<file path="config.mk">
export PLATFORM = sky130hd
export DESIGN_NAME = writeback_stage_flat
export DESIGN_NICKNAME = d
export VERILOG_FILES = /design/src/rtl/writeback_stage_if.sv /design/src/rtl/writeback_stage.sv /design/src/flat_wrapper.sv
export SDC_FILE = /design/constraint.sdc
export NUM_CORES = 1
export LEC_CHECK = 0
export ABC_AREA = 1
export CORE_MARGIN = 2
export CORE_UTILIZATION = 41
export DETAILED_ROUTE_END_ITERATION = 10
export GPL_TIMING_DRIVEN = 0
export PLACE_DENSITY_LB_ADDON = 0.3
export SLEW_MARGIN = 5
export SYNTH_ARGS = -nofsm -noshare
export SYNTH_HDL_FRONTEND = slang
export SYNTH_SLANG_ARGS = --single-unit
</file>
<file path="constraint.sdc">
create_clock -name i_clk -period 1.3 [get_ports i_clk]
set_input_delay 0.195 -clock i_clk [delete_from_list [all_inputs] [get_ports i_clk]]
set_output_delay 0.195 -clock i_clk [all_outputs]
set_load 0.01 [all_outputs]
</file>
<file path="src/rtl/writeback_stage_if.sv">
// Memory-stage to write-back bus: captured instruction fields in, register-file write port and status out.
// Optional WB_FWD_EN adds the forwarding copy of the last strobed write.
interface writeback_stage_if #(
    parameter int DATA_W = 16,
    parameter int ADDR_W = 3,
    parameter int CNT_W  = 16
);
    logic              i_valid;
    logic              i_stall;
    logic              i_flush;
    logic              i_write_back;
    logic [1:0]        i_wb_selector;
    logic              i_output_port;
    logic [ADDR_W-1:0] i_rd;
    logic [DATA_W-1:0] i_alu_result;
    logic [DATA_W-1:0] i_mem_data;
    logic [DATA_W-1:0] i_in_port;
    logic [DATA_W-1:0] i_imm;
    logic              o_write_back;
    logic [ADDR_W-1:0] o_write_addr;
    logic [DATA_W-1:0] o_write_data;
    logic [DATA_W-1:0] o_out_port;
    logic [CNT_W-1:0]  o_retired;
`ifdef WB_FWD_EN
    logic              o_fwd_valid;
    logic [ADDR_W-1:0] o_fwd_addr;
    logic [DATA_W-1:0] o_fwd_data;
`endif

    modport master (
`ifdef WB_FWD_EN
        input  o_fwd_valid, o_fwd_addr, o_fwd_data,
`endif
        output i_valid, i_stall, i_flush, i_write_back, i_wb_selector, i_output_port,
        output i_rd, i_alu_result, i_mem_data, i_in_port, i_imm,
        input  o_write_back, o_write_addr, o_write_data, o_out_port, o_retired
    );

    modport slave (
`ifdef WB_FWD_EN
        output o_fwd_valid, o_fwd_addr, o_fwd_data,
`endif
        input  i_valid, i_stall, i_flush, i_write_back, i_wb_selector, i_output_port,
        input  i_rd, i_alu_result, i_mem_data, i_in_port, i_imm,
        output o_write_back, o_write_addr, o_write_data, o_out_port, o_retired
    );
endinterface

</file>
<file path="src/rtl/writeback_stage.sv">
// Final pipeline stage: MEM/WB register, write-back mux, register-file write port, output port, retire count.
// Define WB_FWD_EN to add the one-cycle-delayed forwarding copy of the strobed write.
module writeback_stage #(
    parameter int DATA_W = 16,
    parameter int ADDR_W = 3,
    parameter int CNT_W  = 16
) (
    input  logic             i_clk,
    input  logic             i_reset,
    writeback_stage_if.slave bus
);
    logic              r_valid;
    logic              r_wb;
    logic              r_op;
    logic              r_first;
    logic [ADDR_W-1:0] r_rd;
    logic [DATA_W-1:0] r_sel;
    logic [DATA_W-1:0] r_out_port;
    logic [CNT_W-1:0]  r_retired;
    logic [DATA_W-1:0] w_sel;
    logic              w_strobe;
    logic              w_done;

    always_comb begin
        w_sel = bus.i_alu_result;
        case (bus.i_wb_selector)
            2'b00:   w_sel = bus.i_alu_result;
            2'b01:   w_sel = bus.i_mem_data;
            2'b10:   w_sel = bus.i_in_port;
            default: w_sel = bus.i_imm;
        endcase
    end

    // An entry retires once, at the end of its first cycle in the stage; stalled repeats never strobe.
    assign w_strobe = r_valid & r_wb & r_first;
    assign w_done   = r_valid & r_first;

    always_ff @(posedge i_clk) begin
        if (!i_reset) begin
            r_valid    <= 1'b0;
            r_wb       <= 1'b0;
            r_op       <= 1'b0;
            r_first    <= 1'b0;
            r_rd       <= '0;
            r_sel      <= '0;
            r_out_port <= '0;
            r_retired  <= '0;
        end else begin
            if (w_done) begin
                r_retired <= r_retired + {{(CNT_W-1){1'b0}}, 1'b1};
                if (r_op) r_out_port <= r_sel;
            end
            if (bus.i_flush) begin
                r_valid <= 1'b0;
                r_wb    <= 1'b0;
                r_op    <= 1'b0;
                r_first <= 1'b0;
            end else if (bus.i_stall) begin
                r_first <= 1'b0;
            end else begin
                r_valid <= bus.i_valid;
                r_wb    <= bus.i_write_back;
                r_op    <= bus.i_output_port;
                r_rd    <= bus.i_rd;
                r_sel   <= w_sel;
                r_first <= 1'b1;
            end
        end
    end

    assign bus.o_write_back = w_strobe;
    assign bus.o_write_addr = r_rd;
    assign bus.o_write_data = r_sel;
    assign bus.o_out_port   = r_out_port;
    assign bus.o_retired    = r_retired;

`ifdef WB_FWD_EN
    logic              r_fwd_valid;
    logic [ADDR_W-1:0] r_fwd_addr;
    logic [DATA_W-1:0] r_fwd_data;

    always_ff @(posedge i_clk) begin
        if (!i_reset) begin
            r_fwd_valid <= 1'b0;
            r_fwd_addr  <= '0;
            r_fwd_data  <= '0;
        end else begin
            r_fwd_valid <= w_strobe & ~bus.i_flush;
            r_fwd_addr  <= r_rd;
            r_fwd_data  <= r_sel;
        end
    end

    assign bus.o_fwd_valid = r_fwd_valid;
    assign bus.o_fwd_addr  = r_fwd_addr;
    assign bus.o_fwd_data  = r_fwd_data;
`endif
endmodule

</file>
<file path="src/flat_wrapper.sv">
// flat-port wrapper written by rule: the top's interface ports become plain ports
module writeback_stage_flat 
#(
    parameter int DATA_W = 16,
    parameter int ADDR_W = 3,
    parameter int CNT_W  = 16
)
  (i_clk, i_reset, bus_i_valid, bus_i_stall, bus_i_flush, bus_i_write_back, bus_i_wb_selector, bus_i_output_port, bus_i_rd, bus_i_alu_result, bus_i_mem_data, bus_i_in_port, bus_i_imm, bus_o_write_back, bus_o_write_addr, bus_o_write_data, bus_o_out_port, bus_o_retired);
  writeback_stage_if #(.DATA_W(DATA_W), .ADDR_W(ADDR_W), .CNT_W(CNT_W)) bus_i ();
  input  logic i_clk;
  input  logic i_reset;
  input wire logic [$bits(bus_i.i_valid)-1:0] bus_i_valid;
  input wire logic [$bits(bus_i.i_stall)-1:0] bus_i_stall;
  input wire logic [$bits(bus_i.i_flush)-1:0] bus_i_flush;
  input wire logic [$bits(bus_i.i_write_back)-1:0] bus_i_write_back;
  input wire logic [$bits(bus_i.i_wb_selector)-1:0] bus_i_wb_selector;
  input wire logic [$bits(bus_i.i_output_port)-1:0] bus_i_output_port;
  input wire logic [$bits(bus_i.i_rd)-1:0] bus_i_rd;
  input wire logic [$bits(bus_i.i_alu_result)-1:0] bus_i_alu_result;
  input wire logic [$bits(bus_i.i_mem_data)-1:0] bus_i_mem_data;
  input wire logic [$bits(bus_i.i_in_port)-1:0] bus_i_in_port;
  input wire logic [$bits(bus_i.i_imm)-1:0] bus_i_imm;
  output wire logic [$bits(bus_i.o_write_back)-1:0] bus_o_write_back;
  output wire logic [$bits(bus_i.o_write_addr)-1:0] bus_o_write_addr;
  output wire logic [$bits(bus_i.o_write_data)-1:0] bus_o_write_data;
  output wire logic [$bits(bus_i.o_out_port)-1:0] bus_o_out_port;
  output wire logic [$bits(bus_i.o_retired)-1:0] bus_o_retired;
  assign bus_i.i_valid = bus_i_valid;
  assign bus_i.i_stall = bus_i_stall;
  assign bus_i.i_flush = bus_i_flush;
  assign bus_i.i_write_back = bus_i_write_back;
  assign bus_i.i_wb_selector = bus_i_wb_selector;
  assign bus_i.i_output_port = bus_i_output_port;
  assign bus_i.i_rd = bus_i_rd;
  assign bus_i.i_alu_result = bus_i_alu_result;
  assign bus_i.i_mem_data = bus_i_mem_data;
  assign bus_i.i_in_port = bus_i_in_port;
  assign bus_i.i_imm = bus_i_imm;
  assign bus_o_write_back = bus_i.o_write_back;
  assign bus_o_write_addr = bus_i.o_write_addr;
  assign bus_o_write_data = bus_i.o_write_data;
  assign bus_o_out_port = bus_i.o_out_port;
  assign bus_o_retired = bus_i.o_retired;
  writeback_stage #(.DATA_W(DATA_W), .ADDR_W(ADDR_W), .CNT_W(CNT_W)) u_core (.i_clk(i_clk), .i_reset(i_reset), .bus(bus_i));
endmodule
</file>
==> summary.md, run 1 <==
| Metric | Value |
|---|---|
| Gr usage total | 22.0% |
| Htree depth | 2 |
| Setup violations, final | 0 |
| Net Count, Synth | 458 |
| Initial Utilization | 42.8% |
| Drt first pass iters | 4 |
| Number of DRC markers in iteration 0 | 173 |
| Port Buf Inserts | 127 |
| Seq pwr share | 52.2% |
| Synth Warn # | 0 |
| Antenna Nets Post-Route | 0 |
| DRC Markers | 0 |
| Fin worst setup slack | 0.0277 ns |
| CP dominant cell by count | nor2_4 |
| Max-cap viol count | 0 |
| Clock Path Buffers | 2 |
| Hold Path Class | in -> reg |
| Commonest non-fill, non-tap cells in the layout | nand2_1, clkdlybuf4s50_1, dlygate4sd2_1 |
| WP data required | 1.52 ns |
| CP Launch Type | flip-flop |
| CTS clock-pin slew for the worst setup and hold paths | 0.10 ns |
| Part of the cycle the worst path needs | 97.9% |
| Clk network pwr share | 29.5% |
| Vias in the first global route | 2926 |
| Worst Skew | 0.0108 ns |
| Syn Inst Count | 381 |
| Sw Share | 26.3% |
| RePlAce Congestion | 0.868 |
| Post-synth cell types | 31 |
| CP max-delay cell | dfxtp_4 |
| Crit end category | flip-flop |
| VDD IR max | 0.000480 V |
| Vias per inst | 5.09 |
| Avg WL per Cell | 13.6 µm |
| Core Region | 6390 µm² |
| Filler instances | 579 |
| Overall die height | 85.7 µm |
| Power, Total | 3.34 mW |
| Die width | 85.7 µm |
| Final Max Slew Viols | 0 |
| Largest net degree at the start of global routing | 19 |
| Internal power component | 2.46 mW |
| First-pass GRT wire length | 13100 µm |
| Layout net count | 609 |
| Cell-by-cell trace of the critical path | ha_4, inv_2, nor2_4, nand2_2, nor2_4, nand3_2, nor2_2, nor2_1 |
| Most common cell after layout, fill and taps aside | nand2_1 |
| Global route overflow | 0 |
| Final Hold Vio Count | 0 |
| RSZ-0062 raised after global routing | yes |
| Lkg Pwr | 1.88 nW |
| Initial antenna violation count | 0 |
| Place WS | -0.463 ns |
| Area grow syn2layout | 58.1% |
| Gate power share | 18.4% |
| # rows | 29 |
| TritonCTS clock tree | done |
| Synthesized area | 2740 µm² |
| Setup CP Type | reg -> reg |
| Relative slew slack | 62.7% |
| FF+latch count, synth | 55 |
| Clock sink count | 55 |
| Max FO, Critical Path | 4 |
| Switch Pwr | 0.881 mW |
| Clk_lat worst skew | 0.32 ns |
| Status | complete, no violations |
| N_diodes | 0 |
| Total number of vias | 3103 |
| FMAX | 0.786 GHz |
| # IOs | 128 |
| DP HPWL | 6360 µm |
| Routed wire length | 8270 µm |
| Actual slew at the worst max-slew pin | 0.560 ns |
| WHS | 0.295 ns |
| Multi-input gate area | 1430 µm² |
| Cell area power density | 773 nW/µm² |
| Tmin final | 1.27 ns |
| Clock root buffer | clkbuf_8 |
| CTS buffer count | 5 |
| Arrival @ worst endpoint | 1.49 ns |
| Fin Setup TNS | 0 ns |
| Max stage delay on crit path | 0.40 ns |
| Layout cells sized above 1 | 17.3% |
| Register area | 1130 µm² |
| Syn_area_per_cell | 7.18 µm² |
| Die ar. | 7340 µm² |
| Sequential share of the synthesized area | 40.3% |
what timing repair did:
item	CTS	global route
buffers inserted	2	14
pin swaps	1	7
hold buffers	0	0
gates cloned	0	2
gates resized for setup	71	19
endpoints found under the setup margin	66	33
endpoints found under the hold margin	0	0
worst max-delay path: cells and delay by family, from the launching register on:
family	cells	cell delay (ns)
flops	1	0.40
fa+ha+maj	1	0.13
buf+inv	1	0.04
simple gates	6	0.61
cells by family after synthesis:
kind of cell	Yosys count	share of synthesized area [%]
AND/OR/NAND/NOR	226	38.8
buffers and inverters	39	8.69
XOR/XNOR	2	0.641
flip-flops	55	40.3
AO/OA/AOI/OAI	58	11.2
adder cells (fa/ha/maj)	1	0.457
flip-flops by register name (all words and copies together) (netlist names):
| register | flops |
|---|---|
| u_core.bus.o_out_port | 16 |
| u_core.bus.o_retired | 16 |
| u_core.bus.o_write_data | 16 |
| u_core.bus.o_write_addr | 3 |
| u_core.r_first | 1 |
| u_core.r_op | 1 |
| u_core.r_valid | 1 |
| u_core.r_wb | 1 |
power by group through the flow:
stage          combinational [mW]  clock [mW]  sequential [mW]
2_1_floorplan               0.231           0             1.80
3_3_place_gp                0.600           0             1.79
3_5_place_dp                0.607           0             1.79
4_1_cts                     0.586       0.999             1.75
5_1_grt                     0.668        1.06             1.75
6_report                    0.614       0.986             1.74
layer usage:
layer	track usage, %	vias to the layer above	wire, µm
li1	-	1554	-
met5	0	-	0
met3	4.04	17	480
met2	40.4	110	4190
met4	8.51	0	229
met1	25.2	1422	3370
through the flow:
stage	instance area, µm²	cells	util (%)
after CTS	4170	595	65.3
after detailed placement	4100	585	64.2
after global routing	4320	610	67.7
after floorplan	2740	381	-
final	4320	610	67.7
after global placement	4100	585	64.2
Yosys cell counts, drive strengths merged:
library cell / n / area (µm²)
a31oi: 2 / 12.5
ha: 1 / 12.5
buf: 17 / 141
nand3: 38 / 195
o21ai: 14 / 70.1
o21bai: 1 / 7.51
xor2: 2 / 17.5
nor3b: 1 / 12.5
inv: 19 / 71.3
o21a: 1 / 7.51
nand4: 17 / 106
dfxtp: 55 / 1100
a21oi: 40 / 208
nand2: 125 / 494
clkbuf: 3 / 25.0
nor2: 43 / 243
nor3: 2 / 10.0
final cells by class:
cell class                      instances  share of cell area [%]
Tap cell                               77                    2.23
Inverter                               19                    1.65
Sequential cell                        55                    26.0
Clock inverter                          3                   0.521
Clock buffer                            5                    1.59
Buffer                                 19                    3.91
Timing Repair Buffer                  145                    30.9
Multi-Input combinational cell        287                    33.1
final timing paths:
kind	cells after the start	endpoint	startpoint	slack, ns
setup / recovery	8	u_core.bus.o_retired[12]	u_core.bus.o_retired[1]	0.03
hold / removal	3	u_core.bus.o_retired[3]	i_reset	0.29
setup reg to reg	8	u_core.bus.o_retired[12]	u_core.bus.o_retired[1]	0.03
hold reg to reg	2	u_core.bus.o_out_port[11]	u_core.bus.o_out_port[11]	0.46
Power figures use the tool's default switching activity.
==> run 2, diff against run 1 <==
--- a/config.mk
+++ b/config.mk
@@ -7,7 +7,8 @@
 export LEC_CHECK = 0
 export ABC_AREA = 1
 export CORE_MARGIN = 2
-export CORE_UTILIZATION = 41
+export CORE_UTILIZATION = 43
+export CTS_BUF_LIST = sky130_fd_sc_hd__clkbuf_4
 export DETAILED_ROUTE_END_ITERATION = 10
 export GPL_TIMING_DRIVEN = 0
 export PLACE_DENSITY_LB_ADDON = 0.3
==> run 2 against run 1 <==
Against the previous run:
- register-to-register slack about the same
- largest power group unchanged
- utilization increased by 1.0 points
- die area decreased by 4.4%
- non-clock buffer count decreased by 5
- fmax increased by 0.15%
- wire length decreased by 0.99%
- global-route usage increased by 1.3 points
- total power decreased by 7.8%
- worst hold slack improved by 0.066 ns
==> summary.md, run 2 (synthesis results as in run 1) <==
| Metric | Value |
|---|---|
| Relative slew slack | 68.5% |
| Clk network pwr share | 24.3% |
| Clock root buffer | clkbuf_4 |
| Crit end category | flip-flop |
| Worst Skew | 0.00531 ns |
| Layout cells sized above 1 | 19.7% |
| Setup slack, reg-to-reg | 0.03 ns |
| # IOs | 128 |
| Die width | 83.8 µm |
| CTS buffer count | 5 |
| WP data required | 1.58 ns |
| Lkg Pwr | 1.86 nW |
| Global route overflow | 0 |
| Drt first pass iters | 4 |
| Filler instances | 580 |
| Hold Path Depth | 3 |
| Setup CP Type | reg -> reg |
| Clk_lat worst skew | 0.37 ns |
| Clock Path Buffers | 2 |
| DP HPWL | 6340 µm |
| Hold Path Class | in -> reg |
| Vias per inst | 5.07 |
| Overall die height | 83.8 µm |
| Cts hold-fix bufs | 0 |
| DRC Markers | 0 |
| Initial Utilization | 43.8% |
| Commonest non-fill, non-tap cells in the layout | nand2_1, clkdlybuf4s50_1, dlygate4sd2_1 |
| Part of the cycle the worst path needs | 97.7% |
| TritonCTS clock tree | done |
| First-pass GRT wire length | 13200 µm |
| VDD IR max | 0.000433 V |
| Final Hold Vio Count | 0 |
| Die ar. | 7010 µm² |
| Largest net degree at the start of global routing | 17 |
| Max stage delay on crit path | 0.41 ns |
| RePlAce Congestion | 0.863 |
| Sw Share | 25.9% |
| Area grow syn2layout | 56.8% |
| Most common cell after layout, fill and taps aside | nand2_1 |
| Antenna Nets Post-Route | 0 |
| Routed wire length | 8190 µm |
| Fin worst setup slack | 0.0296 ns |
| Setup violations, final | 0 |
| Layout net count | 604 |
| Internal power component | 2.28 mW |
| Cell area power density | 718 nW/µm² |
| Number of DRC markers in iteration 0 | 100 |
| Seq pwr share | 56.7% |
| Power, Total | 3.08 mW |
| Switch Pwr | 0.798 mW |
| FMAX | 0.787 GHz |
| Max-cap viol count | 0 |
| Htree depth | 2 |
| Reg2reg end | u_core.bus.o_retired[4] |
| Actual slew at the worst max-slew pin | 0.473 ns |
| # rows | 29 |
| Worst r2r src | u_core.bus.o_retired[0] |
| Hold worst-path end | u_core.r_valid |
| Hold path startpoint | bus_i_valid |
| Core Region | 6240 µm² |
| Gate power share | 19.0% |
| Cell-by-cell trace of the critical path | ha_4, inv_2, nor2_4, buf_4, nand2_1, o21ai_0, nor2_1 |
| Clock sink count | 55 |
| Gr usage total | 23.3% |
| RSZ-0062 raised after global routing | yes |
| Tmin final | 1.27 ns |
| Max FO, Critical Path | 5 |
| N_diodes | 0 |
| Vias in the first global route | 2911 |
| CP max-delay cell | dfxtp_4 |
| Arrival @ worst endpoint | 1.55 ns |
| Port Buf Inserts | 127 |
| CP Launch Type | flip-flop |
| Place WS | -0.466 ns |
| Avg WL per Cell | 13.5 µm |
| Initial antenna violation count | 0 |
| R2R depth | 7 |
| Final Max Slew Viols | 0 |
| Total number of vias | 3065 |
| Status | complete, no violations |
| CTS clock-pin slew for the worst setup and hold paths | 0.14 ns |
==> run 2: cell types whose count changed in the layout (fill, tap and decap cells not counted), moves of 2 or more <==
cell,previous run,this run
dfxtp_1,41,23
buf_4,19,15
dfxtp_2,11,28
clkbuf_2,0,2
nor2_4,4,6
nor2_2,6,4
inv_6,2,0
clkbuf_4,2,7
clkbuf_8,6,1
nand3_2,3,1
dlygate4sd2_1,49,47
==> run 2: how the worst max path moves through the flow <==
stage	from	to	slack, ns	cells past startpoint
3_3_place_gp	i_reset	u_core.bus.o_write_data[13]	-0.42	5
5_1_grt	u_core.bus.o_retired[4]	u_core.bus.o_retired[14]	-0.03	8
3_5_place_dp	i_reset	u_core.bus.o_write_data[14]	-0.47	5
4_1_cts	u_core.r_valid	bus_o_write_back	-0.09	3
6_report	u_core.bus.o_retired[0]	u_core.bus.o_retired[4]	0.03	7
2_1_floorplan	u_core.bus.o_retired[0]	u_core.bus.o_retired[12]	0.004	8
==> run 2: power by group through the flow <==
stage	clock, mW	sequential, mW	combinational, mW
2_1_floorplan	0	1.80	0.231
3_3_place_gp	0	1.79	0.601
3_5_place_dp	0	1.79	0.607
4_1_cts	0.768	1.75	0.587
5_1_grt	0.855	1.75	0.635
6_report	0.750	1.75	0.585
==> run 2: routing by layer <==
metal	up-vias	part of all wire, %	global-route usage [%]
met5	-	0	0
met4	0	4.0	10.6
met3	23	5.3	4.65
met2	121	51	43.4
met1	1367	40	25.1
li1	1554	-	-
==> run 2: through the flow <==
step | area [µm²] | hold slack [ns] | std cells | TNS, ns | utilization [%]
after floorplan | 2740 | 0.288 | 381 | 0 | -
after global placement | 4100 | 0.440 | 585 | -10.81 | 65.7
after detailed placement | 4100 | 0.451 | 585 | -11.71 | 65.7
after CTS | 4220 | 0.348 | 602 | -0.0946 | 67.6
after global routing | 4290 | 0.374 | 605 | -0.105 | 68.7
final | 4290 | 0.360 | 605 | 0 | 68.7
==> run 2: cell type report <==
type / count / area (µm²) / share of cell area (%)
Multi-Input combinational cell: 287 / 1450 / 33.8
Timing Repair Buffer: 141 / 1310 / 30.5
Sequential cell: 55 / 1150 / 26.8
Buffer: 18 / 158 / 3.68
Tap cell: 77 / 96.3 / 2.25
Inverter: 19 / 71.3 / 1.66
Clock buffer: 6 / 45.0 / 1.05
Clock inverter: 2 / 12.5 / 0.292
==> run 2: timing repair <==
action | 4_1_cts | 5_1_grt
setup endpoints to repair | 66 | 18
gates resized for setup | 87 | 24
buffers inserted | 11 | 5
pin swaps | 4 | 9
==> run 2: worst max-delay path: cells and delay by family, from the launching register on <==
kind,cells,cell delay [ns]
flip-flops,1,0.41
AND/OR/NAND/NOR,3,0.28
AO/OA/AOI/OAI,1,0.14
buffers and inverters,2,0.21
adder cells (fa/ha/maj),1,0.14
